===== src/rtl/tilt_level_indicator_if.sv =====
// rtl/tilt_level_indicator_if.sv - sample input, display mode and level/LED outputs of the tilt indicator
interface tilt_level_indicator_if #(
    parameter int DATA_W   = 15,
    parameter int LEVEL_W  = 4,
    parameter int NUM_LEDS = 15
);
    logic                       sample_valid;
    logic signed [DATA_W-1:0]   sample_data;
    logic                       bar_mode;
    logic [LEVEL_W-1:0]         level;
    logic                       level_strobe;
    logic                       level_changed;
    logic [NUM_LEDS-1:0]        led;
    logic                       stale;

    modport master (
        output sample_valid, sample_data, bar_mode,
        input  level, level_strobe, level_changed, led, stale
    );

    modport slave (
        input  sample_valid, sample_data, bar_mode,
        output level, level_strobe, level_changed, led, stale
    );
endinterface


===== src/rtl/tilt_level_indicator.sv =====
// rtl/tilt_level_indicator.sv - boxcar-filtered, hysteretic tilt level with LED decode and stale detect
module tilt_level_indicator #(
    parameter int DATA_W     = 15,
    parameter int AVG_LOG2   = 2,
    parameter int LEVEL_W    = 4,
    parameter int NUM_LEDS   = 15,
    parameter int IN_MIN     = -256,
    parameter int STEP_SHIFT = 5,
    parameter int HYST       = 4,
    parameter int TIMEOUT    = 400000
) (
    input  logic                  clock,
    input  logic                  reset,
    tilt_level_indicator_if.slave bus
);
    localparam int DEPTH     = 1 << AVG_LOG2;
    localparam int SUM_W     = DATA_W + AVG_LOG2;
    localparam int PTR_W     = (AVG_LOG2 > 0) ? AVG_LOG2 : 1;
    localparam int FILL_W    = AVG_LOG2 + 1;
    localparam int MAX_LEVEL = (1 << LEVEL_W) - 1;
    localparam int CNT_W     = $clog2(TIMEOUT + 1);

    logic                     in_valid;
    logic signed [DATA_W-1:0] in_data;

    logic signed [DATA_W-1:0] ring [DEPTH];
    logic [PTR_W-1:0]         wr_ptr;
    logic signed [SUM_W-1:0]  sum;
    logic [FILL_W-1:0]        fill;
    logic                     upd_valid;

    logic [LEVEL_W-1:0]       level_r;
    logic                     primed;
    logic                     strobe_r;
    logic                     changed_r;
    logic [NUM_LEDS-1:0]      led_r;
    logic                     stale_r;
    logic [CNT_W-1:0]         stale_cnt;

    logic signed [31:0]       avg32;
    logic signed [31:0]       d32;
    logic signed [31:0]       q32;
    logic [LEVEL_W-1:0]       cand;
    logic [LEVEL_W-1:0]       level_next;
    logic [CNT_W-1:0]         cnt_next;
    logic                     stale_next;
    logic [NUM_LEDS-1:0]      led_dec;

    function automatic logic signed [31:0] bound(input logic [LEVEL_W-1:0] k);
        return IN_MIN + ($signed(32'(k)) <<< STEP_SHIFT);
    endfunction

    // Stage 0 and 1: capture the sample, then update ring and running sum.
    always_ff @(posedge clock) begin
        if (!reset) begin
            in_valid  <= 1'b0;
            in_data   <= '0;
            wr_ptr    <= '0;
            sum       <= '0;
            fill      <= '0;
            upd_valid <= 1'b0;
            for (int i = 0; i < DEPTH; i++) begin
                ring[i] <= '0;
            end
        end else begin
            in_valid  <= bus.sample_valid;
            in_data   <= bus.sample_data;
            upd_valid <= in_valid && (fill >= FILL_W'(DEPTH - 1));
            if (in_valid) begin
                sum          <= sum + SUM_W'(in_data) - SUM_W'(ring[wr_ptr]);
                ring[wr_ptr] <= in_data;
                wr_ptr       <= (wr_ptr == PTR_W'(DEPTH - 1)) ? '0 : wr_ptr + 1'b1;
                if (fill != FILL_W'(DEPTH)) begin
                    fill <= fill + 1'b1;
                end
            end
        end
    end

    // Quantise the average and apply hysteresis against the present level.
    always_comb begin
        avg32 = 32'(sum) >>> AVG_LOG2;
        d32   = avg32 - IN_MIN;
        q32   = d32 >>> STEP_SHIFT;
        if (d32 < 0) begin
            cand = '0;
        end else if (q32 > MAX_LEVEL) begin
            cand = LEVEL_W'(MAX_LEVEL);
        end else begin
            cand = q32[LEVEL_W-1:0];
        end

        level_next = level_r;
        if (upd_valid) begin
            if (!primed) begin
                level_next = cand;
            end else if ((cand > level_r) && (avg32 >= bound(cand) + HYST)) begin
                level_next = cand;
            end else if ((cand < level_r) && (avg32 < bound(level_r) - HYST)) begin
                level_next = cand;
            end
        end

        if (bus.sample_valid) begin
            cnt_next = '0;
        end else if (stale_cnt == CNT_W'(TIMEOUT)) begin
            cnt_next = stale_cnt;
        end else begin
            cnt_next = stale_cnt + 1'b1;
        end
        stale_next = (cnt_next == CNT_W'(TIMEOUT));

        led_dec = '0;
        for (int k = 1; k <= NUM_LEDS; k++) begin
            led_dec[k-1] = bus.bar_mode ? (32'(level_next) >= k) : (32'(level_next) == k);
        end
    end

    // Stage 2: level, strobes and LEDs; LEDs also track bar_mode and stale every cycle.
    always_ff @(posedge clock) begin
        if (!reset) begin
            level_r   <= '0;
            primed    <= 1'b0;
            strobe_r  <= 1'b0;
            changed_r <= 1'b0;
            led_r     <= '0;
            stale_r   <= 1'b0;
            stale_cnt <= '0;
        end else begin
            level_r   <= level_next;
            strobe_r  <= upd_valid;
            changed_r <= upd_valid && (level_next != level_r);
            if (upd_valid) begin
                primed <= 1'b1;
            end
            stale_cnt <= cnt_next;
            stale_r   <= stale_next;
            led_r     <= stale_next ? '0 : led_dec;
        end
    end

    assign bus.level         = level_r;
    assign bus.level_strobe  = strobe_r;
    assign bus.level_changed = changed_r;
    assign bus.led           = led_r;
    assign bus.stale         = stale_r;
endmodule


===== src/flat_wrapper.sv =====
// flat-port wrapper written by rule: the top's interface ports become plain ports
module tilt_level_indicator_flat 
#(
    parameter int DATA_W     = 15,
    parameter int AVG_LOG2   = 2,
    parameter int LEVEL_W    = 4,
    parameter int NUM_LEDS   = 15,
    parameter int IN_MIN     = -256,
    parameter int STEP_SHIFT = 5,
    parameter int HYST       = 4,
    parameter int TIMEOUT    = 400000
)
  (clock, reset, bus_sample_valid, bus_sample_data, bus_bar_mode, bus_level, bus_level_strobe, bus_level_changed, bus_led, bus_stale);
  tilt_level_indicator_if #(.DATA_W(DATA_W), .LEVEL_W(LEVEL_W), .NUM_LEDS(NUM_LEDS)) bus_i ();
  input  logic clock;
  input  logic reset;
  input wire logic [$bits(bus_i.sample_valid)-1:0] bus_sample_valid;
  input wire logic [$bits(bus_i.sample_data)-1:0] bus_sample_data;
  input wire logic [$bits(bus_i.bar_mode)-1:0] bus_bar_mode;
  output wire logic [$bits(bus_i.level)-1:0] bus_level;
  output wire logic [$bits(bus_i.level_strobe)-1:0] bus_level_strobe;
  output wire logic [$bits(bus_i.level_changed)-1:0] bus_level_changed;
  output wire logic [$bits(bus_i.led)-1:0] bus_led;
  output wire logic [$bits(bus_i.stale)-1:0] bus_stale;
  assign bus_i.sample_valid = bus_sample_valid;
  assign bus_i.sample_data = bus_sample_data;
  assign bus_i.bar_mode = bus_bar_mode;
  assign bus_level = bus_i.level;
  assign bus_level_strobe = bus_i.level_strobe;
  assign bus_level_changed = bus_i.level_changed;
  assign bus_led = bus_i.led;
  assign bus_stale = bus_i.stale;
  tilt_level_indicator #(.DATA_W(DATA_W), .AVG_LOG2(AVG_LOG2), .LEVEL_W(LEVEL_W), .NUM_LEDS(NUM_LEDS), .IN_MIN(IN_MIN), .STEP_SHIFT(STEP_SHIFT), .HYST(HYST), .TIMEOUT(TIMEOUT)) u_core (.clock(clock), .reset(reset), .bus(bus_i));
endmodule

===== config.mk =====
export PLATFORM = sky130hd
export DESIGN_NAME = tilt_level_indicator_flat
export DESIGN_NICKNAME = d
export VERILOG_FILES = /design/src/rtl/tilt_level_indicator_if.sv /design/src/rtl/tilt_level_indicator.sv /design/src/flat_wrapper.sv
export SDC_FILE = /design/constraint.sdc
export NUM_CORES = 1
export LEC_CHECK = 0
export CAP_MARGIN = 20
export CELL_PAD_IN_SITES_DETAIL_PLACEMENT = 1
export CELL_PAD_IN_SITES_GLOBAL_PLACEMENT = 1
export CORE_MARGIN = 2
export CORE_UTILIZATION = 31
export CTS_BUF_LIST = sky130_fd_sc_hd__clkbuf_4 sky130_fd_sc_hd__clkbuf_8
export DETAILED_ROUTE_END_ITERATION = 16
export PLACE_DENSITY_LB_ADDON = 0.1
export SKIP_CTS_REPAIR_TIMING = 1
export SYNTH_ARGS = -nofsm -noshare
export SYNTH_HDL_FRONTEND = slang
export SYNTH_SLANG_ARGS = --single-unit

===== constraint.sdc =====
create_clock -name clock -period 4.4 [get_ports clock]
set_clock_uncertainty 0.2 [all_clocks]
set_input_delay 0.44 -clock clock [delete_from_list [all_inputs] [get_ports clock]]
set_output_delay 0.44 -clock clock [all_outputs]
set_load 0.01 [all_outputs]

Word-level counts from Yosys, hierarchy flattened
Memory sizes are Yosys's and may differ from the RTL's. A register that Yosys moved wholly into a read port is not among the register bits. Index checks and enable logic that the tools add are counted.

Register bits: 81. Bits in writable memories: 60. Bits of input ports: 19. Logic and storage cells: 107. Memories: 1.

Memory list: u_core.ring (words 4, bits a word 15, rd ports 1, clocked after memory_dff 1, write ports 4, line tilt_level_indicator.sv:26) `logic signed [DATA_W-1:0] ring [DEPTH];`.

$add $sub $neg: 10. Magnitude comparators: 22. Eq/ne operators: 20. Multiplexer cells: 33. Bitwise operators: 1. Reduce and logical (&&, ||, !) cells: 7.

Operator list (number): == test 19 bit, second input constant (2); 2-to-1 mux 19 bit (2); adder 32 x 4 -> 32 bit, second input constant (1); == test 4 bit, second input constant (8); greater-or-equal comparator 15 x 32 -> 1 bit (1); greater-or-equal comparator 4 bit, second input constant (8); < comparator 15 x 32 -> 1 bit (1); subtractor 32 x 4 -> 32 bit, second input constant (1); 2-to-1 mux 4 bit (6); adder 9 x 10 -> 11 bit, first input constant (2); 2-to-1 mux 1 bit (20); adder 19 x 1 -> 19 bit, second input constant (1); adder 17 x 15 -> 17 bit (1); subtractor 17 x 15 -> 17 bit (1); == test 4 x 3 -> 1 bit, second input constant (4); greater-or-equal comparator 4 x 3 -> 1 bit, second input constant (4); < comparator 16 x 1 -> 1 bit, second input constant (1); subtractor 15 x 9 -> 16 bit, second input constant (1); 2-to-1 mux 15 bit (1); OR reduction 15 bit (1); greater-than comparator 11 x 5 -> 1 bit, second input constant (1); == test 4 x 2 -> 1 bit, second input constant (2); greater-or-equal comparator 4 x 2 -> 1 bit, second input constant (2); 2-to-1 mux 2 bit (4); 14 further kinds (17).

Logic depth before layout (Yosys ltp)
Gate-level depths: netlist of the first run.

Depth after elaboration: 13. Gate-level depth with buffers: 18. Mapped depth without buffers: 16.

Least setup slack after synthesis of the first run
Ideal clock, no wire load.

Path type: register to register. Start: reg (tool-made name). End: reg u_core.sum[15]. Setup time: 0.127 ns. Arrival time: 3.932 ns. Path slack: 0.141 ns. Stages on the path, launching flop included: 15. Clock period less this slack: 4.259 ns. Path through: dfxtp_1 clkbuf_1 buf_1 mux4_2 fa_1 inv_1 ha_1 o21a_1 o21ai_0 nand3b_1 a21oi_1 a211o_1 o31ai_1 xor2_1 o21ai_0.

RTL lines: to (signal assigned) (line tilt_level_indicator.sv:70) `sum <= sum + SUM_W'(in_data) - SUM_W'(ring[wr_ptr]);`; to (decl) (line tilt_level_indicator.sv:28) `logic signed [SUM_W-1:0] sum;`.

Final worst setup path of the first run
Start: reg u_core.sum[11]. End: reg u_core.led_r[12], in the netlist u_core.bus.led[12].

Longest elaborated chain between the ends: 13.

Ends and longest elaborated chain: subtractor 15 x 9 -> 16 bit (line tilt_level_indicator.sv:83) `d32 = avg32 - IN_MIN;`; greater-than comparator 11 x 5 -> 1 bit (line tilt_level_indicator.sv:87) `end else if (q32 > MAX_LEVEL) begin`; 2-to-1 mux 4 bit (line tilt_level_indicator.sv:87); 2-to-1 mux 4 bit (line tilt_level_indicator.sv:85) `if (d32 < 0) begin`; adder 9 x 10 -> 11 bit (line tilt_level_indicator.sv:50) `return IN_MIN + ($signed(32'(k)) <<< STEP_SHIFT);`; adder 32 x 4 -> 32 bit (line tilt_level_indicator.sv:97) `end else if ((cand > level_r) && (avg32 >= bound(cand) + HYST)) begin`; greater-or-equal comparator 15 x 32 -> 1 bit (line tilt_level_indicator.sv:97); logical AND 1 bit (line tilt_level_indicator.sv:97); 2-to-1 mux 4 bit (line tilt_level_indicator.sv:97); 2-to-1 mux 4 bit (*) (line tilt_level_indicator.sv:95) `if (!primed) begin`; 2-to-1 mux 4 bit (*) (line tilt_level_indicator.sv:94) `if (upd_valid) begin`; greater-or-equal comparator 4 bit / == test 4 bit (equally long branches) (line tilt_level_indicator.sv:115) `led_dec[k-1] = bus.bar_mode ? (32'(level_next) >= k) : (32'(level_next) == k);`; 2-to-1 mux 1 bit (*) (line tilt_level_indicator.sv:115); to (signal assigned) (line tilt_level_indicator.sv:138) `led_r <= stale_next ? '0 : led_dec;`; to (decl) (line tilt_level_indicator.sv:36) `logic [NUM_LEDS-1:0] led_r;`.

Every way passes the cells marked *; elsewhere a longest branch is shown, timed or not. A chain may end at the register's enable or synchronous reset.

==> results of run 1 <==
## synthesized netlist by cell type, types with 4 or more instances
library cell  instances  share of area (%)
a21oi_1              29                1.7
o31ai_1               5               0.44
o21ai_0              27                1.6
nand2b_1              8               0.59
nor2_1               62                2.8
or3_1                 6               0.44
nand3b_1              6               0.53
and3_1                6               0.44
nand3_1              14               0.83
nand2_1              41                1.8
clkbuf_1             27                1.2
buf_2                 5               0.30
edfxtp_1             60                 21
mux2i_1              21                2.5
nand4_1              13               0.96
dfxtp_1              83                 20
a21o_1               10               0.89
fa_1                 16                3.8
mux4_2               15                4.0
a211oi_1              9               0.80
o211a_1               6               0.71
inv_1                88                3.9
o21a_1                6               0.53
and4_1                8               0.83
nor2b_1              16                1.2
xor2_1               16                1.7
ha_1                 55                8.1
and2_1               61                4.5
xnor2_1              24                2.5
nor4_1               21                1.6
nor3_1               11               0.65
mux2_2                4               0.53
## state kept, by name (all words and copies together), names as in the netlist, named ones only
register,count
u_core.bus.level_strobe,1
u_core.wr_ptr,2
u_core.primed,1
u_core.sum,17
u_core.bus.level_changed,1
u_core.bus.level,4
u_core.in_valid,1
u_core.bus.led,15
u_core.in_data,15
u_core.ring,60
u_core.fill,3
u_core.upd_valid,1
u_core.stale_cnt,19
u_core.bus.stale,1
## per-stage QoR
| step | util (%) | hold WS (ps) | instance area, um2 | total power [mW] | cells |
|---|---|---|---|---|---|
| global route | 36.8 | 320 | 9890 | 4.53 | 1254 |
| finish | 36.8 | 288 | 9890 | 4.20 | 1254 |
| floorplan | - | 240 | 8460 | 2.63 | 841 |
| global placement | 35.0 | 271 | 9400 | 3.09 | 1216 |
| detailed placement | 35.0 | 272 | 9400 | 3.13 | 1216 |
| CTS | 36.4 | 294 | 9790 | 4.22 | 1248 |
## power by group through the flow
stage	clock, mW	combinational, mW	sequential [mW]
2_1_floorplan	0	1.11	1.53
3_3_place_gp	0	1.55	1.55
3_5_place_dp	0	1.58	1.55
4_1_cts	1.11	1.59	1.52
5_1_grt	1.17	1.83	1.53
6_report	1.07	1.61	1.52
## worst max-delay path, stage by stage, from the launching register on
cell,delay (ps)
dfxtp_2,360
inv_1,80
ha_1,310
nand4b_1,210
a21oi_2,190
a211oi_4,70
a21oi_2,150
inv_2,90
ha_1,300
a211oi_1,230
o21ai_1,120
a2111oi_2,350
o41ai_1,110
a21o_1,190
o21ai_4,220
buf_12,170
mux2_2,370
a2111oi_4,340
## final cells by class
cell class | count | area, um2 | share of cell area, %
timing repair buffer | 78 | 736 | 7.44
multi-input combinational | 570 | 4540 | 45.8
tap | 341 | 427 | 4.31
sequential | 143 | 3470 | 35.0
clock inverter | 14 | 151 | 1.53
inverter | 90 | 338 | 3.41
clock buffer | 18 | 241 | 2.44
## cell families (layout without fill, tap and decap cells)
kind of cell	count (synthesis)	after routing	synth area share (%)
simple gates	286	286	18.5
flops	143	143	40.9
compound gates	132	132	11.4
buf+inv	128	200	5.87
fa+ha+maj	71	71	11.9
mux	41	41	7.19
xor+xnor	40	40	4.14
## per-layer routing
layer  global-route usage, %  part of all wire [%]
met4                    4.05                   1.1
met2                    27.5                    48
met5                       0                     0
met1                    22.5                    48
met3                    2.38                   2.4
## final timing paths
| kind | start | end | slack, ps | cells past startpoint |
|---|---|---|---|---|
| max reg2reg | u_core.sum[11]$_SDFFE_PN0P_ | u_core.bus.led[12]$_SDFF_PP0_ | 250 | 17 |
| max | u_core.sum[11]$_SDFFE_PN0P_ | u_core.bus.led[12]$_SDFF_PP0_ | 250 | 17 |
| min reg2reg | u_core.sum[1]$_SDFFE_PN0P_ | u_core.sum[1]$_SDFFE_PN0P_ | 290 | 1 |
| min | u_core.sum[1]$_SDFFE_PN0P_ | u_core.sum[1]$_SDFFE_PN0P_ | 290 | 1 |
==> results.ini, run 1 <==
[final_layout]
nNetsFinal=990
fillCellCount=3061
area_growth_syn_to_layout_pct=16.9
antennaDiodeCount=0
final_common_cell=inv_1
drive_gt1_share_pct=12.2
mostFrequentLayoutCells=inv_1 (87), dfxtp_1 (81), nor2_1 (62)

[global_routing]
grt_max_degree=53
grt_use_total_pct=16.4
grt_pass1_vias=6750
antenna_found_initial=0
grt_pass1_wl_um=37000
overflow=0

[power]
p_leak_nw=3.98
switchingPower_mw=1.57
clock_power_share_pct=25.4
peakVddDrop_mv=0.152
power.density_mw_per_mm2=425
comb_power_share_pct=38.4
p_seq_share_pct=36.2
p_int_mw=2.63
swShare_pct=37.4

[job]
maxCapViolations=0

[outcome]
status=finished clean

[timing]
setup_tns_ps=0
fin_crit_ps=4150
setup_slack_ps=249
worst_slew_pin_slew_ps=960
fmax_mhz=241
rsz0062_at_grt=false
setup_viol_count_final=0
hold_viol=0
finalCritPeriodShare_pct=94.3
slew_viol_final=0
max_slew_margin_pct=36.0

[logic_synthesis]
netlist_instances=841
yosysSeqAreaShare_pct=40.9
synth_area_mm2=0.00846
synthArstFlopShare_pct=0
synth_flop_cell=dfxtp_1
synth.avg_cell_area_um2=10.1
synthDistinctLibCells=70
ys_seq_elements=143
yosysWarnings=0
synth.net_count=931
synth-edff-count=60

[worst_hold_path]
hold_path_class=reg -> reg

[critical_path]
path_class=reg -> reg
critPathLaunchType=flop
end_kind=flop
path_max_fanout=11
worstPathArrival_ps=4310
cp.required_ps=4550

[placement]
pre_cts_slack_ps=-6.24
port_buffers=40
dp_hpwl_um=16800
gp_congestion=0.815

[route]
vias_per_cell=5.01
drt_iter0_drc=277
drt.antenna.violating_nets=0
drcViolationCount=0
totalWireLength_um=22600
wire_per_inst_um=18.0
firstDrtPassIters=4
num_vias=6283

[clock_network]
cts_buffer_depth=2
cts.sinks=143
htree_num_levels=4
clkLatencyLatePin_ps=440
cts_tree=built
clk_pin_slew_ps=100
numCtsBuffers=17
cts_root_buf=clkbuf_8

[die]
row_count=60
start_util_pct=31.5
io_pins=41
dieArea_mm2=0.0286
chipWidth_um=169
fp.dieH_um=169
coreArea_mm2=0.0269

No activity file was read; power rests on OpenSTA's default activity.
==> run 2: changes to the inputs <==
==> constraint.sdc (replaced) <==
create_clock -name clock -period 3.4 [get_ports clock]
set_clock_uncertainty 0.2 [all_clocks]
set_input_delay 0.34 -clock clock [delete_from_list [all_inputs] [get_ports clock]]
set_output_delay 0.34 -clock clock [all_outputs]
set_load 0.01 [all_outputs]
==> run 2 against run 1 <==
- the run now ends with setup timing left
- via count grew 6.4%
- sequential share of layout area shrank 3.4 points
- die area is the same
- count of clock-buffer cells in the layout shrank 1
==> results.ini, run 2 (synthesis results as in run 1) <==
[global_routing]
grt_pass1_vias=6951  ; +3.0%
overflow=0  ; unchanged
antenna_found_initial=0  ; unchanged
grt_max_degree=40  ; -25%
grt_pass1_wl_um=37200  ; +0.47%
grt_use_total_pct=16.5  ; about the same

[critical_path]
end_kind=flop
cp_cell_sequence=inv_4 -> ha_4 -> nand4b_1 -> a21oi_2 -> a211oi_4 -> a21oi_2 -> inv_2 -> buf_6 -> ha_4 -> a211oi_4 -> o21ai_2 -> a2111oi_4 -> o41ai_2 -> a21o_1 -> o21ai_4 -> buf_12 -> buf_12 -> mux2_4 -> o211a_1
worstPathArrival_ps=4130  ; -180 ps
critPathLaunchType=flop
path_max_fanout=6  ; -5
rr_endpoint=u_core.bus.led[8]$_SDFF_PP0_
cp.buffers_inverters=5  ; +2
reg2reg_setup_slack_ps=-570  ; -820 ps
cp.required_ps=3550  ; -1000 ps
slowest_delay_ps=390  ; +20 ps
path_class=reg -> reg
rr_startpoint=u_core.sum[11]$_SDFFE_PN0P_
reg2regPathDepth=19  ; +2
critical-path-top-delay-family=compound AO/OA/AOI/OAI gates
slowest_stage=dfxtp_4

[final_layout]
fin_util_pct=40.9  ; +4.1 points
top_regs=u_core.ring x60, u_core.stale_cnt x19, u_core.sum x17
drive_gt1_share_pct=25.3  ; +13 points
final_common_cell=buf_4
mostFrequentLayoutCells=buf_4 (105), inv_1 (82), dfxtp_1 (79)
area_growth_syn_to_layout_pct=29.9
largest_reg_flops=60  ; unchanged
nNetsFinal=1073  ; +8.4%
antennaDiodeCount=0  ; unchanged
regMostFlops=u_core.ring

[clock_network]
htree_num_levels=4  ; unchanged
cts_buffer_depth=2  ; unchanged
cts_root_buf=clkbuf_8
numCtsBuffers=17  ; unchanged
cts.sinks=143  ; unchanged
clkLatencyLatePin_ps=460  ; +20 ps
clk_pin_slew_ps=100  ; about the same
cts_tree=built

[route]
totalWireLength_um=23500  ; +4.0%
drcViolationCount=0  ; unchanged
drt_iter0_drc=301  ; +8.7%
vias_per_cell=5.00  ; -0.15%
firstDrtPassIters=4  ; unchanged
num_vias=6684  ; +6.4%
drt.antenna.violating_nets=0  ; unchanged
wire_per_inst_um=17.6  ; -2.4%

[timing]
fmax_mhz=252  ; +4.4%
setup_viol_count_final=28  ; +28
finalCritPeriodShare_pct=117  ; +23 points
rsz0062_at_grt=true
slew_viol_final=0  ; unchanged
setup_slack_ps=-575  ; -824 ps
worst_slew_pin_slew_ps=878  ; -81.7 ps
fin_crit_ps=3970  ; -176 ps
max_slew_margin_pct=41.4  ; +5.4 points
hold_viol=0  ; unchanged

[die]
start_util_pct=31.5  ; unchanged
row_count=60  ; unchanged
fp.dieH_um=169  ; unchanged
coreArea_mm2=0.0269  ; unchanged
io_pins=41  ; unchanged
chipWidth_um=169  ; unchanged
dieArea_mm2=0.0286  ; unchanged

[outcome]
status=complete, but fails checks
violations=setup timing

[job]
maxCapViolations=0  ; unchanged

[power]
finalPower_mw=6.15  ; +46%
peakVddDrop_mv=0.334  ; +120%
power.density_mw_per_mm2=559  ; +32%
p_leak_nw=4.44  ; +12%

[placement]
gp_congestion=0.840  ; +3.1%
dp_hpwl_um=17800  ; +6.0%
port_buffers=40  ; unchanged

[worst_hold_path]
whs_path_depth=3  ; +2
hold_path_class=in -> reg
hp-start=reset
holdPathEnd=u_core.stale_cnt[18]$_SDFF_PN0_

[run 2: cell count changes in the layout (fill, tap and decap cells not counted), moves of 5 or more]
cell / before / now
buf_4: 34 / 105
ha_1: 55 / 42
ha_4: 0 / 12
buf_6: 0 / 11
o21ai_0: 25 / 16
a21oi_1: 27 / 21
a21oi_2: 2 / 8
o21ai_2: 0 / 6
a211oi_1: 8 / 3
inv_1: 87 / 82
mux2i_1: 21 / 16
[run 2: layer usage]
layer | part of all wire (%) | global-route usage, % | vias to the layer above
met4 | 1.1 | 4.35 | 0
met1 | 47 | 22.0 | 3342
met3 | 2.2 | 2.59 | 22
met5 | 0 | 0 | -
li1 | - | - | 3256
met2 | 50 | 27.7 | 64
[run 2: worst max path at each step]
stage | end | from | slack (ps) | depth (start not counted)
2_1_floorplan | u_core.bus.led[12]$_SDFF_PP0_ | u_core.sum[11]$_SDFFE_PN0P_ | -320 | 16
3_3_place_gp | u_core.bus.led[8]$_SDFF_PP0_ | u_core.sum[10]$_SDFFE_PN0P_ | -480 | 17
3_5_place_dp | u_core.bus.led[12]$_SDFF_PP0_ | u_core.sum[10]$_SDFFE_PN0P_ | -640 | 16
4_1_cts | u_core.bus.led[12]$_SDFF_PP0_ | u_core.sum[10]$_SDFFE_PN0P_ | -680 | 16
5_1_grt | u_core.bus.led[8]$_SDFF_PP0_ | u_core.sum[11]$_SDFFE_PN0P_ | -750 | 19
6_report | u_core.bus.led[8]$_SDFF_PP0_ | u_core.sum[11]$_SDFFE_PN0P_ | -570 | 19
[run 2: cell type report]
cell class | count | area, um2
fillers | 3008 | 15900
multi-input cells | 570 | 4970
flip-flops and latches | 143 | 3470
repair buffers | 161 | 1420
well taps | 341 | 427
inverters | 90 | 343
clock buffers | 17 | 234
clock inverters | 14 | 125
[run 2: report_power, final]
part	total [mW]	internal, mW	switching, mW
Clock	1.29	0.527	0.762
Combinational	2.89	1.41	1.49
Sequential	1.96	1.89	0.0797
[run 2: metrics by stage]
stage	hold slack [ps]	instances	area [um2]	TNS, ps	worst slack (ps)
floorplan	240	841	8580	-4300	-323
global placement	269	1296	10100	-9540	-478
detailed placement	276	1296	10100	-13460	-642
CTS	-5.11	1327	10500	-14310	-684
global route	9.17	1336	11000	-15940	-747
finish	21.4	1336	11000	-10700	-575
[run 2: tightest hold or removal path, delay by kind of cell]
kind,cells,cell delay [ps]
buf+inv,2,200
simple gates,1,90
